`src/rtl/cm_gnt_dispatch.sv`:
```
// Grant-side dispatcher for cm_arbiter: captures the granted requester's word,
// acknowledges that requester, and presents the word on a valid/ready stream.
module cm_gnt_dispatch #(
    parameter  int DCNT      = 4,
    parameter  int DWIDTH    = 8,
    localparam int IDX_WIDTH = (DCNT > 1) ? $clog2(DCNT) : 1
) (
    input  logic                             i_clk,
    input  logic                             i_rst,
    input  logic                             i_vld,
    input  logic [IDX_WIDTH-1:0]             i_gnt,
    input  logic [DCNT-1:0][DWIDTH-1:0]      i_data,
    output logic [DCNT-1:0]                  o_ack,
    output logic                             o_busy,
    output logic                             o_err,
    output logic                             o_vld,
    output logic [IDX_WIDTH-1:0]             o_idx,
    output logic [DWIDTH-1:0]                o_data,
    input  logic                             i_rdy
);

    typedef enum logic {
        IDLE = 1'b0,
        HOLD = 1'b1
    } state_t;

    localparam logic [IDX_WIDTH:0] DCNT_EXT = (IDX_WIDTH + 1)'(DCNT);

    state_t                state_q, state_d;
    logic [DWIDTH-1:0]     data_q, data_d;
    logic [IDX_WIDTH-1:0]  idx_q, idx_d;
    logic [DCNT-1:0]       ack_q, ack_d;
    logic                  err_q, err_d;

    logic                  in_range;
    logic                  acc;
    logic [IDX_WIDTH-1:0]  sel;

    // Out-of-range indices are forced to zero before they reach the data mux.
    always_comb begin
        in_range = ({1'b0, i_gnt} < DCNT_EXT);
        sel      = in_range ? i_gnt : '0;
        acc      = i_vld & in_range & ((state_q == IDLE) | i_rdy);

        state_d  = state_q;
        data_d   = data_q;
        idx_d    = idx_q;
        ack_d    = '0;
        err_d    = i_vld & ~in_range;

        case (state_q)
            IDLE: begin
                if (acc) begin
                    state_d = HOLD;
                end
            end
            HOLD: begin
                if (acc) begin
                    state_d = HOLD;
                end else if (i_rdy) begin
                    state_d = IDLE;
                end
            end
            default: state_d = IDLE;
        endcase

        if (acc) begin
            data_d = i_data[sel];
            idx_d  = sel;
            ack_d  = DCNT'(1) << sel;
        end
    end

    always_ff @(posedge i_clk or posedge i_rst) begin
        if (i_rst) begin
            state_q <= IDLE;
            data_q  <= '0;
            idx_q   <= '0;
            ack_q   <= '0;
            err_q   <= 1'b0;
        end else begin
            state_q <= state_d;
            data_q  <= data_d;
            idx_q   <= idx_d;
            ack_q   <= ack_d;
            err_q   <= err_d;
        end
    end

    assign o_vld  = (state_q == HOLD);
    assign o_busy = (state_q == HOLD);
    assign o_data = data_q;
    assign o_idx  = idx_q;
    assign o_ack  = ack_q;
    assign o_err  = err_q;

endmodule

```
`config.mk`:
```
export PLATFORM = sky130hd
export DESIGN_NAME = cm_gnt_dispatch
export DESIGN_NICKNAME = d
export VERILOG_FILES = /design/src/rtl/cm_gnt_dispatch.sv
export SDC_FILE = /design/constraint.sdc
export NUM_CORES = 1
export LEC_CHECK = 0
export BUFFER_PORTS_ARGS = -buffer_cell sky130_fd_sc_hd__buf_4
export CAP_MARGIN = 25
export CORE_ASPECT_RATIO = 1.1
export CORE_MARGIN = 3
export CORE_UTILIZATION = 35
export DETAILED_ROUTE_END_ITERATION = 6
export PLACE_DENSITY = 0.73
export SLEW_MARGIN = 30
export SYNTH_ARGS = -nofsm -noshare
export SYNTH_HDL_FRONTEND = slang
export SYNTH_SLANG_ARGS = --single-unit
export TNS_END_PERCENT = 1
```
`constraint.sdc`:
```
create_clock -name i_clk -period 1.2 [get_ports i_clk]
set_input_delay 0.06 -clock i_clk [delete_from_list [all_inputs] [get_ports i_clk]]
set_output_delay 0.06 -clock i_clk [all_outputs]
set_load 0.05 [all_outputs]
```
[Word level (Yosys, flattened, before mapping)]
Index checks and enable logic that the tools add are counted.
Storage, ports and cells
  register bits after elaboration: 15
  bits in latches: 0
  RAM bits: 0
  bits in read-only memories: 0
  input bits: 38
  output and inout bits: 17
  logic and storage cells: 16
  memories: 0
Operators by class
  add/sub/neg operators: 0
  multiply operators: 0
  divide/modulo/power cells: 0
  magnitude comparators: 1
  eq/ne operators: 0
  shift-type cells: 1
  muxes and demuxes: 7
  bitwise operators: 3
  reductions and logical operators: 0
Operators by type and width (count)
  $bmux 8 s2: 1
  $mux 8: 1
  $mux 4: 1
  $shl 1x2->4 const A: 1
  $lt 2x3->1 const B: 1
  $mux 1: 3
  $pmux 1 s2: 1
  $and 1x1->1: 1
  $not 1->1: 1
  $or 1x1->1: 1

[Logic depth before layout (Yosys ltp)]
  depth in word-level cells: 5
  mapped depth: 4
  mapped depth without buffers: 3

[Worst setup path before layout]
OpenSTA, ideal clock, no wires.
  path kind: flip-flop to flip-flop
  start point: reg state_q (netlist: o_busy)
  end point: reg data_q[0] (netlist: o_data[0])
  library setup time: 125 ps
  arrival: 1440 ps
  required time: 1075 ps
  slack: -365 ps
  stages on the path, launching flop included: 5
  buffers on the path: 1
  period minus slack after synthesis: 1565 ps
  path through: dfrtp_1 nand2b_1 nand2_1 buf_2 mux2_2
On the way
  cells in the longest elaborated chain, start to end: 3
Ends and longest elaborated chain
  start, declared: RTL line 29  | state_t state_q, state_d;
  start signal, assigned: RTL line 82  | state_q <= state_d;
  $not 1->1: RTL line 43  | acc = i_vld & in_range & ((state_q == IDLE) | i_rdy);
  $or 1x1->1: RTL line 43
  $and 1x1->1: RTL line 43
  end signal, assigned: RTL line 83  | data_q <= data_d;
  end, declared: RTL line 30  | logic [DWIDTH-1:0] data_q, data_d;
Every way passes these cells.
A chain may end at the register's enable or synchronous reset.

[Worst setup path in the final report]
  start point: reg state_q (netlist: o_busy)
  end point: reg data_q[5] (netlist: o_data[5])
The elaborated chain is that of the path after synthesis.

==> results.txt <==
----------------------------------------------------
[Final layout]
  Final #Nets ... about 140
  Synth-to-layout area growth ... 63.5%
  Ant diodes ... 0
  Final Non-Filler Cells ... about 130
  Proportion of layout cells with a drive suffix above 1 ... roughly 74%

[Global routing]
  Via count of the first global-routing pass ... roughly 590
  Global-route wire length before repair ... ~2500 um
  GRT Util Overall ... roughly an eighth
  Pin count of the biggest net entering global routing ... 16
  Grt ovf ... 0
  Number of antenna violations at the first check in global routing ... 0

[Run]
  Max_cap viols ... 0

[Hold path]
  Hold path endpoint ... o_busy$_DFF_PP0_
  Hold path startpoint ... i_vld
  Worst min path class ... in -> reg
  Hold-critical path depth ... 2

[Setup path]
  Setup crit start kind ... flip-flop
  Arrival @ worst endpoint ... between 1 and 1.5 ns
  Critical path's slowest cell ... dfrtp_2
  Largest stage delay on the critical path ... around 0.4 ns
  Endpoint of the worst register-to-register path ... o_data[5]$_DFFE_PP0P_
  Worst EP required ... between 1 and 1.5 ns
  Sequence of cells on the critical path ... nand2b_4 > nand2_4 > mux2_2
  Worst Setup Path Type ... reg -> reg
  Cells on worst reg2reg path ... 3
  Worst Path Buf+Inv ... 0
  Worst reg-to-reg setup slack ... between 0.08 and 0.09 ns
  Setup crit end kind ... flip-flop
  Worst Path Max Fanout ... 12
  Launching point of the worst reg2reg path ... o_busy$_DFF_PP0_
  Kind of cell adding the most delay to the critical path ... flip-flops

[STA]
  Total count of hold-check failures in the final report ... 0
  Top achievable clock speed ... 894 MHz
  Setup repair after global routing missed its margin ... no
  Relative slew slack ... roughly 64%
  Count of final setup violators ... 0
  Fin Clk Skew ... 0.00203 ns
  Final worst-path cycle share ... approximately 93%
  Worst Slack Setup Final ... approximately 0.082 ns
  Number of max-slew violations in the final report ... 0
  Post-layout minimum cycle time ... 1.12 ns
  Actual transition at the worst max-transition pin ... approximately 0.54 ns

[Synth]
  Library cell with the largest summed area after synthesis ... dfrtp_1
  Most instantiated cells after synthesis ... dfrtp_1, mux2_2, mux4_2
  Portion of synthesized cell area occupied by the leading cell type ... 49.3%
  Ys flop type ... dfrtp_1
  Summed instance area of the synthesized netlist ... ~760 sq um
  Top cells by area, synth ... dfrtp_1, mux4_2, mux2_2
  Count of yosys warnings during synthesis ... 0
  Synth async-reset ratio ... 100%
  Mean cell area of the mapped netlist ... approximately 16 sq um
  Sequential-to-total area share from yosys stat ... approximately half
  Synth cell types ... 15
  Net Count, Synth ... 87
  Flip-flop and latch count after synthesis ... 15
  Number of synthesized flops with an enable pin ... 0
  Most used standard cell by instance count after synthesis ... dfrtp_1
  Post-synthesis instance total ... 49

[Die]
  I/O Pins ... between 50 and 60
  Die width ... between 50 and 60 um
  CORE AREA ... approximately 0.0020 sq mm
  Std cell rows ... 17
  Chip height ... 54.9 um
  Initial standard-cell utilization of the core ... 37.3%
  Die outline area ... between 0.002 and 0.003 sq mm

[Drt]
  Vias/cell ... around 4.8
  Initial DRT Pass Iterations ... 3
  Antenna Nets Post-Route ... 0
  Via count ... 623
  Routed len/inst ... ~14 um
  Drt total wl ... 1800 um
  Post-detailed-route DRC marker count ... 0
  DRC marker count from the first detailed-route iteration ... 6

[Clock tree]
  Post-CTS setup buffers ... 0
  TritonCTS sink count ... 15
  H-tree level count ... 1
  Insertion delay to the later sink of the worst-skew pair ... between 0.2 and 0.3 ns
  Buffer type at the clock tree root ... clkbuf_4
  CTS tree ... yes
  Hold buffer count at cts ... 1
  Post-CTS resize count ... 0
  Clock Tree Buf Depth ... 2
  Number of CTS-inserted buffers ... 3
  Clock transition time at the flip-flop clock pins of the worst setup and hold paths ... roughly 0.090 ns

[Placed design]
  Port Buf Inserts ... 53
  Detailed-placement wirelength estimate ... about 1500 um
  Last weighted congestion value of the routability-driven placer ... just over 0.7
  Placed Cells incl. Taps ... approximately 130
  Dpl ws ... -0.0271 ns

[Outcome]
  Status ... completed

[Power]
  Cell Int Power ... 1.00 mW
  Clock power share ... 17.7%
  Maximum vdd drop ... around 510 uV
  Power dissipated by switching net loads ... around 570 uW
  Pwr dens ... between 1000 and 1500 mW/mm^2
  Seq pwr share ... between 30% and 40%
  Net switching share of the total power ... a little over a third
  Combinational cell fraction of total power ... between 40% and 50%
  Leakage power total ... ~0.64 nW

----------------------------------------------------
[power groups by stage]
stage | Combinational, mW | Clock, mW | Sequential, mW
2_1_floorplan | 0.207 | 0 | 0.869
3_5_place_dp | 0.683 | 0 | 0.625
5_1_grt | 0.709 | 0.310 | 0.625
6_report | 0.677 | 0.278 | 0.617
3_3_place_gp | 0.670 | 0 | 0.625
4_1_cts | 0.684 | 0.289 | 0.618
[cell families (layout without fill, tap and decap cells)]
group | count (synthesis) | count (layout) | synth area share, %
AOI/OAI and AO/OA | 1 | 1 | 1.32
buffers and inverters | 7 | 61 | 5.76
DFF | 15 | 15 | 49.3
muxes | 17 | 17 | 38.0
and+or+nand+nor | 8 | 8 | 5.10
other | 1 | 1 | 0.493
[metrics by stage]
stage | power [mW] | setup TNS, ns | hold WS [ns] | util [%] | instance area [sq um]
floorplan | 1.08 | -0.352 | -0.0386 | - | 813
global placement | 1.29 | 0 | 0.137 | 59.1 | 1210
detailed placement | 1.31 | -0.0488 | 0.146 | 59.1 | 1210
CTS | 1.59 | 0 | 0.00719 | 60.9 | 1240
global route | 1.64 | 0 | 0.0102 | 60.9 | 1240
finish | 1.57 | 0 | 0.0176 | 60.9 | 1240
[final cells by class]
cell class | instances | area, sq um
sequential | 15 | 377
timing repair buffer | 55 | 415
tap | 28 | 35.0
multi-input combinational | 27 | 383
inverter | 2 | 7.51
fill | 176 | 798
clock buffer | 4 | 26.3
[flip-flops by register name (all words and copies together) (netlist names)]
register and flops:
o_idx 2, o_busy 1, o_ack 4, o_data 8
[how the worst max path moves through the flow]
stage	endpoint	startpoint	slack, ns	cells past startpoint
floorplan	o_data[0]$_DFFE_PP0P_	o_busy$_DFF_PP0_	-0.05	4
global placement	o_data[6]$_DFFE_PP0P_	i_gnt[0]	0.01	3
detailed placement	o_data[6]$_DFFE_PP0P_	i_gnt[0]	-0.03	3
CTS	o_data[5]$_DFFE_PP0P_	o_busy$_DFF_PP0_	0.07	3
global route	o_data[5]$_DFFE_PP0P_	o_busy$_DFF_PP0_	0.03	3
finish	o_data[5]$_DFFE_PP0P_	o_busy$_DFF_PP0_	0.08	3
[cells in the final DEF, fill, tap and decap left out, types with 2 or more instances in the layout]
master,synthesis,layout
buf_4,2,54
clkbuf_4,0,3
dfrtp_1,15,14
inv_1,2,2
mux2_2,9,2
mux2_4,0,7
mux4_1,2,2
mux4_2,6,6
nor2_1,2,2
nor3_1,2,2
[metal layers]
layer / up-vias / wire, um / global-route usage (%)
li1: 287 / - / -
met1: 310 / 641 / 13.9
met2: 26 / 1060 / 23.5
met3: 0 / 96 / 0.804
met4: 0 / 0 / 5.38
met5: - / 0 / 0
(Power assumes the default switching activity.)
